==> config.mk <==
export PLATFORM = sky130hd
export DESIGN_NAME = drv_ad56x3
export DESIGN_NICKNAME = d
export VERILOG_FILES = /design/src/rtl/drv_ad56x3.sv
export SDC_FILE = /design/constraint.sdc
export NUM_CORES = 1
export LEC_CHECK = 0
export CAP_MARGIN = 10
export CELL_PAD_IN_SITES_DETAIL_PLACEMENT = 1
export CELL_PAD_IN_SITES_GLOBAL_PLACEMENT = 1
export CORE_UTILIZATION = 30
export DETAILED_ROUTE_END_ITERATION = 10
export DONT_BUFFER_PORTS = 1
export PLACE_DENSITY_LB_ADDON = 0.1
export SETUP_SLACK_MARGIN = 0.2
export SYNTH_ARGS = -nofsm -noshare
export SYNTH_HDL_FRONTEND = slang
export SYNTH_SLANG_ARGS = --single-unit
==> constraint.sdc <==
create_clock -name clk -period 2.87 [get_ports clk]
set_clock_uncertainty 0.1 [all_clocks]
set_input_delay 0.574 -clock clk [delete_from_list [all_inputs] [get_ports clk]]
set_output_delay 0.574 -clock clk [all_outputs]
set_load 0.1 [all_outputs]
==> src/rtl/drv_ad56x3.sv <==
// rtl/drv_ad56x3.sv - AD5663-family DAC driver fed from Avalon-MM registers or two Avalon-ST sinks
// Once both channel samples are pending, frame A, a dacSync gap, frame B and one idle period are sent.
`timescale 1ns/1ps
module drv_ad56x3 #(
  parameter string SIGN_A        = "UNSIGNED",
  parameter string SIGN_B        = "UNSIGNED",
  parameter int    DATA_WIDTH    = 16,
  parameter int    SCLK_DIVIDER  = 2,
  parameter int    SYNC_DURATION = 5
) (
  input  logic                  clk,
  input  logic                  reset,
  input  logic [2:0]            avsAdr,
  input  logic                  avsWr,
  input  logic [15:0]           avsWrData,
  input  logic                  avsRd,
  output logic [15:0]           avsRdData,
  input  logic                  asiValid0,
  input  logic [DATA_WIDTH-1:0] asiData0,
  output logic                  asiRdy0,
  input  logic                  asiValid1,
  input  logic [DATA_WIDTH-1:0] asiData1,
  output logic                  asiRdy1,
  output logic                  dacSync,
  output logic                  dacSclk,
  output logic                  dacDin
);

  localparam bit INV_A   = (SIGN_A == "SIGNED");
  localparam bit INV_B   = (SIGN_B == "SIGNED");
  localparam int DIV_W   = $clog2(SCLK_DIVIDER);
  localparam int CNT_MAX = (SYNC_DURATION > 24) ? SYNC_DURATION : 24;
  localparam int CNT_W   = $clog2(CNT_MAX + 1);

  typedef enum logic [2:0] {S_IDLE, S_FRAME_A, S_GAP, S_FRAME_B, S_TAIL} state_t;

  state_t                state_q, state_d;
  logic [DIV_W-1:0]      div_q, div_d;
  logic [CNT_W-1:0]      cnt_q, cnt_d;
  logic [23:0]           sr_q, sr_d;
  logic                  src_q, src_d;
  logic                  pend_a_q, pend_a_d, pend_b_q, pend_b_d;
  logic [DATA_WIDTH-1:0] data_a_q, data_a_d, data_b_q, data_b_d;
  logic [15:0]           rd_q, rd_d;
  logic                  sync_q, sync_d, sclk_q, sclk_d, din_q, din_d;
  logic                  busy, period_end, last_period, in_frame_d;
  logic [23:0]           frame_a, frame_b;
  int                    period_len;

  // Offset-binary conversion for signed channels, then left-justify into 16 bits.
  function automatic logic [15:0] justify(input logic [DATA_WIDTH-1:0] s, input bit inv);
    logic [DATA_WIDTH-1:0] t;
    t = s;
    t[DATA_WIDTH-1] = s[DATA_WIDTH-1] ^ inv;
    return 16'(t) << (16 - DATA_WIDTH);
  endfunction

  assign frame_a = {8'b00_000_000, justify(data_a_q, INV_A)};
  assign frame_b = {8'b00_010_001, justify(data_b_q, INV_B)};

  assign busy    = (state_q != S_IDLE);
  assign asiRdy0 = !src_q && !pend_a_q && !busy;
  assign asiRdy1 = !src_q && !pend_b_q && !busy;

  always_comb begin
    period_len = 1;
    case (state_q)
      S_FRAME_A, S_FRAME_B: period_len = 24;
      S_GAP:                period_len = SYNC_DURATION;
      default:              period_len = 1;
    endcase
  end

  assign period_end  = (div_q == DIV_W'(SCLK_DIVIDER - 1));
  assign last_period = (cnt_q == CNT_W'(period_len - 1));

  always_comb begin
    state_d  = state_q;
    div_d    = div_q;
    cnt_d    = cnt_q;
    sr_d     = sr_q;
    src_d    = src_q;
    pend_a_d = pend_a_q;
    pend_b_d = pend_b_q;
    data_a_d = data_a_q;
    data_b_d = data_b_q;
    rd_d     = '0;

    if (avsRd) begin
      case (avsAdr)
        3'd0:    rd_d = {15'd0, src_q};
        3'd3:    rd_d = {15'd0, busy};
        default: rd_d = '0;
      endcase
    end

    // Sample writes are dropped while busy: the pending slots are cleared at the end anyway.
    if (avsWr) begin
      case (avsAdr)
        3'd0: src_d = avsWrData[0];
        3'd1: if (src_q && !busy) begin
          data_a_d = avsWrData[DATA_WIDTH-1:0];
          pend_a_d = 1'b1;
        end
        3'd2: if (src_q && !busy) begin
          data_b_d = avsWrData[DATA_WIDTH-1:0];
          pend_b_d = 1'b1;
        end
        default: ;
      endcase
    end

    if (asiValid0 && asiRdy0) begin
      data_a_d = asiData0;
      pend_a_d = 1'b1;
    end
    if (asiValid1 && asiRdy1) begin
      data_b_d = asiData1;
      pend_b_d = 1'b1;
    end

    if (state_q == S_IDLE) begin
      if (pend_a_q && pend_b_q) begin
        state_d = S_FRAME_A;
        div_d   = '0;
        cnt_d   = '0;
        sr_d    = frame_a;
      end
    end else if (period_end) begin
      div_d = '0;
      cnt_d = cnt_q + CNT_W'(1);
      sr_d  = {sr_q[22:0], 1'b0};
      if (last_period) begin
        cnt_d = '0;
        case (state_q)
          S_FRAME_A: begin
            if (SYNC_DURATION > 0) begin
              state_d = S_GAP;
            end else begin
              state_d = S_FRAME_B;
              sr_d    = frame_b;
            end
          end
          S_GAP: begin
            state_d = S_FRAME_B;
            sr_d    = frame_b;
          end
          S_FRAME_B: state_d = S_TAIL;
          default: begin
            state_d  = S_IDLE;
            pend_a_d = 1'b0;
            pend_b_d = 1'b0;
          end
        endcase
      end
    end else begin
      div_d = div_q + DIV_W'(1);
    end

    // Outputs are decoded from next state so the pins come straight from flops.
    in_frame_d = (state_d == S_FRAME_A) || (state_d == S_FRAME_B);
    sync_d     = !in_frame_d;
    sclk_d     = !in_frame_d || (div_d < DIV_W'(SCLK_DIVIDER / 2));
    din_d      = in_frame_d && sr_d[23];
  end

  always_ff @(posedge clk or posedge reset) begin
    if (reset) begin
      state_q  <= S_IDLE;
      div_q    <= '0;
      cnt_q    <= '0;
      sr_q     <= '0;
      src_q    <= 1'b0;
      pend_a_q <= 1'b0;
      pend_b_q <= 1'b0;
      data_a_q <= '0;
      data_b_q <= '0;
      rd_q     <= '0;
      sync_q   <= 1'b1;
      sclk_q   <= 1'b1;
      din_q    <= 1'b0;
    end else begin
      state_q  <= state_d;
      div_q    <= div_d;
      cnt_q    <= cnt_d;
      sr_q     <= sr_d;
      src_q    <= src_d;
      pend_a_q <= pend_a_d;
      pend_b_q <= pend_b_d;
      data_a_q <= data_a_d;
      data_b_q <= data_b_d;
      rd_q     <= rd_d;
      sync_q   <= sync_d;
      sclk_q   <= sclk_d;
      din_q    <= din_d;
    end
  end

  assign avsRdData = rd_q;
  assign dacSync   = sync_q;
  assign dacSclk   = sclk_q;
  assign dacDin    = din_q;

endmodule

After elaboration in Yosys (flattened, before gate mapping)
Index checks and enable logic that the tools add are counted.
Widths: inputs -> output; s select.
{ "op_classes": {"add_sub_neg": 3, "order_cmp": 1, "n_eq_ne": 10, "n_mux": 43, "n_reduce_logical": 32} }
{ "op_table": {"columns": ["op", "n"], "rows": [
  ["$mux 24", 5],
  ["$mux 16", 7],
  ["$mux 1", 20],
  ["$mux 5", 4],
  ["$eq 3x2->1 const B", 5],
  ["$reduce_bool 2->1", 7],
  ["$mux 3", 4],
  ["$pmux 5 s2", 1],
  ["$eq 3x1->1 const B", 3],
  ["$logic_and 1x1->1", 9],
  ["$pmux 3 s3", 1],
  ["$logic_not 3->1", 2],
  ["$reduce_and 3->1", 2],
  ["$add 5x1->5 const B", 1],
  ["$eq 5x5->1", 1],
  ["$logic_not 1->1", 5],
  ["$sub 5x1->5 const B", 1],
  ["$reduce_and 2->1", 2],
  ["$reduce_bool 3->1", 1],
  ["$reduce_or 3->1", 1],
  ["$logic_or 1x1->1", 2],
  ["$ne 2x1->1 const B", 1],
  ["$pmux 1 s2", 1],
  ["$reduce_or 2->1", 1],
  ["2 further kinds", 2]
]} }
{ "totals": {"reg_bits": 87, "inputBits": 57, "out_inout_bits": 21, "word_cells": 103} }

Longest topological paths before layout
{ "logic_depth": {"word_depth": 12, "mapped_depth": 9, "depth_no_buf": 5} }

Worst setup path after synthesis
No wires, ideal clock.
{ "synth_timing": {"kind": "reg2out", "start": "register state_q[1]", "end": "output asiRdy0", "t_arrival_ps": 2987, "t_required_ps": 2196, "setup_slack_ps": -791, "path_stages_with_launch": 4, "path_cell_list": "dfrtp_1 or3_1 buf_6 nor3_1"} }
{ "synth_between": {"elab_chain_cells": 3} }
{ "synth_rtl": {"columns": ["item", "line", "text"], "rows": [
  ["from (decl)", "37", "state_t state_q, state_d;"],
  ["from (signal assigned)", "183", "state_q <= state_d;"],
  ["$reduce_bool 3->1", "61", "assign busy = (state_q != S_IDLE);"],
  ["$logic_not 1->1", "62", "assign asiRdy0 = !src_q && !pend_a_q && !busy;"],
  ["$logic_and 1x1->1", "62", null],
  ["to (decl)", "20", "output logic asiRdy0,"]
]} }
No other way between the ends.

Worst setup path after layout
{ "layout_timing": {"start": "register state_q[1]", "end": "output asiRdy1"} }
{ "layout_between": {"elab_chain_cells": 3} }
{ "layout_rtl": {"columns": ["item", "line", "text"], "rows": [
  ["$reduce_bool 3->1", "61", null],
  ["$logic_not 1->1", "63", "assign asiRdy1 = !src_q && !pend_b_q && !busy;"],
  ["$logic_and 1x1->1", "63", null],
  ["to (decl)", "23", "output logic asiRdy1,"]
]} }
No other way between the ends.

==> reports/qor.yml <==
finish:
  area_delta_synth_final_pct: 12.6
  mostFrequentLayoutCell: "nand2_1"
  layout_common_cells: "95 x nand2_1, 70 x dfrtp_1, 32 x a22oi_1"
  n_antenna_cell: 0
  layout-drive-gt1-share_pct: 12.6
  final_nets: 417
clock_network:
  numCtsBuffers: 9
  clk_pin_slew_ns: 0.06
  cts_setup_buffers: 0
  cts_root_buf: "clkbuf_16"
  clockBufferDepth: 2
  cts_tree: "yes"
  cts_max_level: 3
  cts_sinks: 72
  clk_latency_ns: 0.33
timing:
  whs_ns: 0.0881
  period_share_pct: 84.8
  max-slew-margin-rel_pct: 42.3
  finalMaxSlewViolations: 0
  max_freq_ghz: 0.411
  worstMarginPinSlew_ns: 0.866
  period_needed_ns: 2.44
  setup_tns_ns: 0
  layout_setup_ws_ns: 0.435
  rsz0062_at_grt: "no"
  setup_viol_count_final: 0
  hold_viol: 0
yosys:
  ys_top_cells_by_area: "dfrtp_1 50%, nand2_1 10%, a22oi_1 6.9%"
  synth_top_cell_by_area: "dfrtp_1"
  async_reset_ff_share_pct: 100
  synth_area_um2: 3470
  netlist_instances: 356
  yosys_warnings: 0
  synth_edf_count: 0
  synth-seq-cells: 72
  syn_area_per_cell_um2: 9.76
  netlist.area_leader.share_pct: 50.4
  yosysSeqAreaShare_pct: 51.9
  synthFlopType: "dfrtp_1"
  synth.distinct_cells: 48
worst_setup_path:
  worstPathArrival_ns: 1.76
  startpoint_type: "flop"
  path_cells: "or3_4, nor3_4, buf_4"
  criticalPathCategory: "flop to primary output"
  slowest_stage: "or3_4"
  crit_path_end_kind: "primary output"
  critPathMaxStageDelay_ns: 0.53
  crit_buf_inv: 1
  cpLargestDelayFamily: "simple AND/OR/NAND/NOR gates"
  crit_required_ns: 2.20
  critPathMaxFanout: 10
power:
  peakVddDrop_v: 0.000406
  comb_power_share_pct: 28.1
  power.switching_uw: 1640
  power_uw: 4280
  p_int_uw: 2640
  p_seq_share_pct: 45.4
  pwr-share-clk_pct: 26.5
  p_sw_share_pct: 38.3
  powerDensity_nw_per_um2: 1090
  leakage_uw: 0.00178
drt:
  drt-initial-drc-count: 112
  top_layer: "met4"
  wl_met3_um: 340
  vias_per_cell: 5.25
  post_drt_wl_per_cell_um: 18.9
  drc: 0
  wl_met1_um: 4330
  vias: 2644
  final_antenna_net_count: 0
  wl_met2_um: 4790
  drt_wl_total_um: 9530
  dr.pass1.iters: 6
die:
  die_h_um: 110
  core_um2: 11100
  ios: 78
  die_area_um2: 12000
  die_w_um: 110
  row_count: 38
  start_util_pct: 31.4
grt:
  grt_usage_pct: 17.5
  grt_pass1_wl_um: 15300
  grt_max_degree: 73
  grt_pass1_vias: 2826
  grt.overflow.total: 0
  antenna_found_initial: 0
placed_design:
  place_congestion: 0.760
  place_worst_setup_slack_ns: 0.484
  port_buffers: 0
  post-dp-hpwl_um: 6330
run_status:
  status: "complete, no violations"
hold_path:
  min-delay-path-class: "primary input to asynchronous set/reset pin"
run:
  maxCapViolCount: 0
-- per-stage QoR --
step	util [%]	instance area, um2	instances
after floorplan	-	3540	370
after global placement	32.6	3610	488
after detailed placement	32.6	3610	488
after CTS	35.3	3910	504
after global routing	35.3	3910	504
final	35.3	3910	504
-- path summary, 6_finish.rpt --
path | startpoint | to | cells after the start | slack (ns)
min | reset | cnt_q[3]$_DFFE_PP0P_ | 2 | 0.09
min reg2reg | data_a_q[9]$_DFFE_PP0P_ | data_a_q[9]$_DFFE_PP0P_ | 2 | 0.37
max reg2reg | state_q[2]$_DFF_PP0_ | dacDin$_DFF_PP0_ | 5 | 0.51
max | state_q[1]$_DFF_PP0_ | asiRdy1 | 3 | 0.43
max in group asynchronous | reset | dacSclk$_DFF_PP1_ | 2 | 2.20
min in group clk | avsAdr[2] | avsRdData[0]$_DFF_PP0_ | 1 | 0.21
-- sequential cells by signal, indices dropped and copies added (netlist names), 3 cells and up --
register and cells:
data_a_q 16, state_q 3, data_b_q 16, sr_q 24, cnt_q 5
-- synthesized netlist by cell type (all sizes together), types with 3 or more instances --
| cell type | number |
|---|---|
| a21oi | 19 |
| a22oi | 32 |
| a31oi | 10 |
| a32o | 6 |
| and2 | 3 |
| buf | 29 |
| clkbuf | 7 |
| dfrtp | 70 |
| inv | 4 |
| nand2 | 96 |
| nand3 | 6 |
| nor2 | 10 |
| nor3 | 6 |
| nor3b | 3 |
| nor4b | 4 |
| o21ai | 7 |
| o22ai | 15 |
-- layer usage --
metal	track usage [%]	up-vias
met5	0	-
met4	4.57	0
met3	4.80	6
met2	29.7	48
met1	21.8	1343
li1	-	1247
-- power groups by stage --
stage                     clock network (uW)  logic (uW)  registers [uW]
final                                   1130        1200            1940
after global routing                    1210        1380            2010
after detailed placement                   0        1220            1960
after floorplan                            0        1020            1820
after global placement                     0        1180            1960
after CTS                               1160        1230            1950
-- kinds of logic after synthesis --
| group | share of synthesized area (%) |
|---|---|
| simple gates | 19.7 |
| compound gates | 18.7 |
| flops | 51.9 |
| buf+inv | 7.20 |
| mux | 1.22 |
| xor+xnor | 0.756 |
| fa+ha+maj | 0.360 |
| other cells | 0.108 |
-- layout make-up --
cell class	instances	area [um2]
inverter	4	15.0
multi-input combinational	258	1500
timing repair buffer	14	118
clock inverter	5	56.3
tap	140	175
clock buffer	11	243
sequential	72	1800
fill	1255	7170
-- what timing repair did --
action / in CTS / in global routing
setup endpoints to repair: 0 / 2
gates resized for setup: 0 / 1
hold buffers: 0 / 0
(Power assumes the default switching activity.)
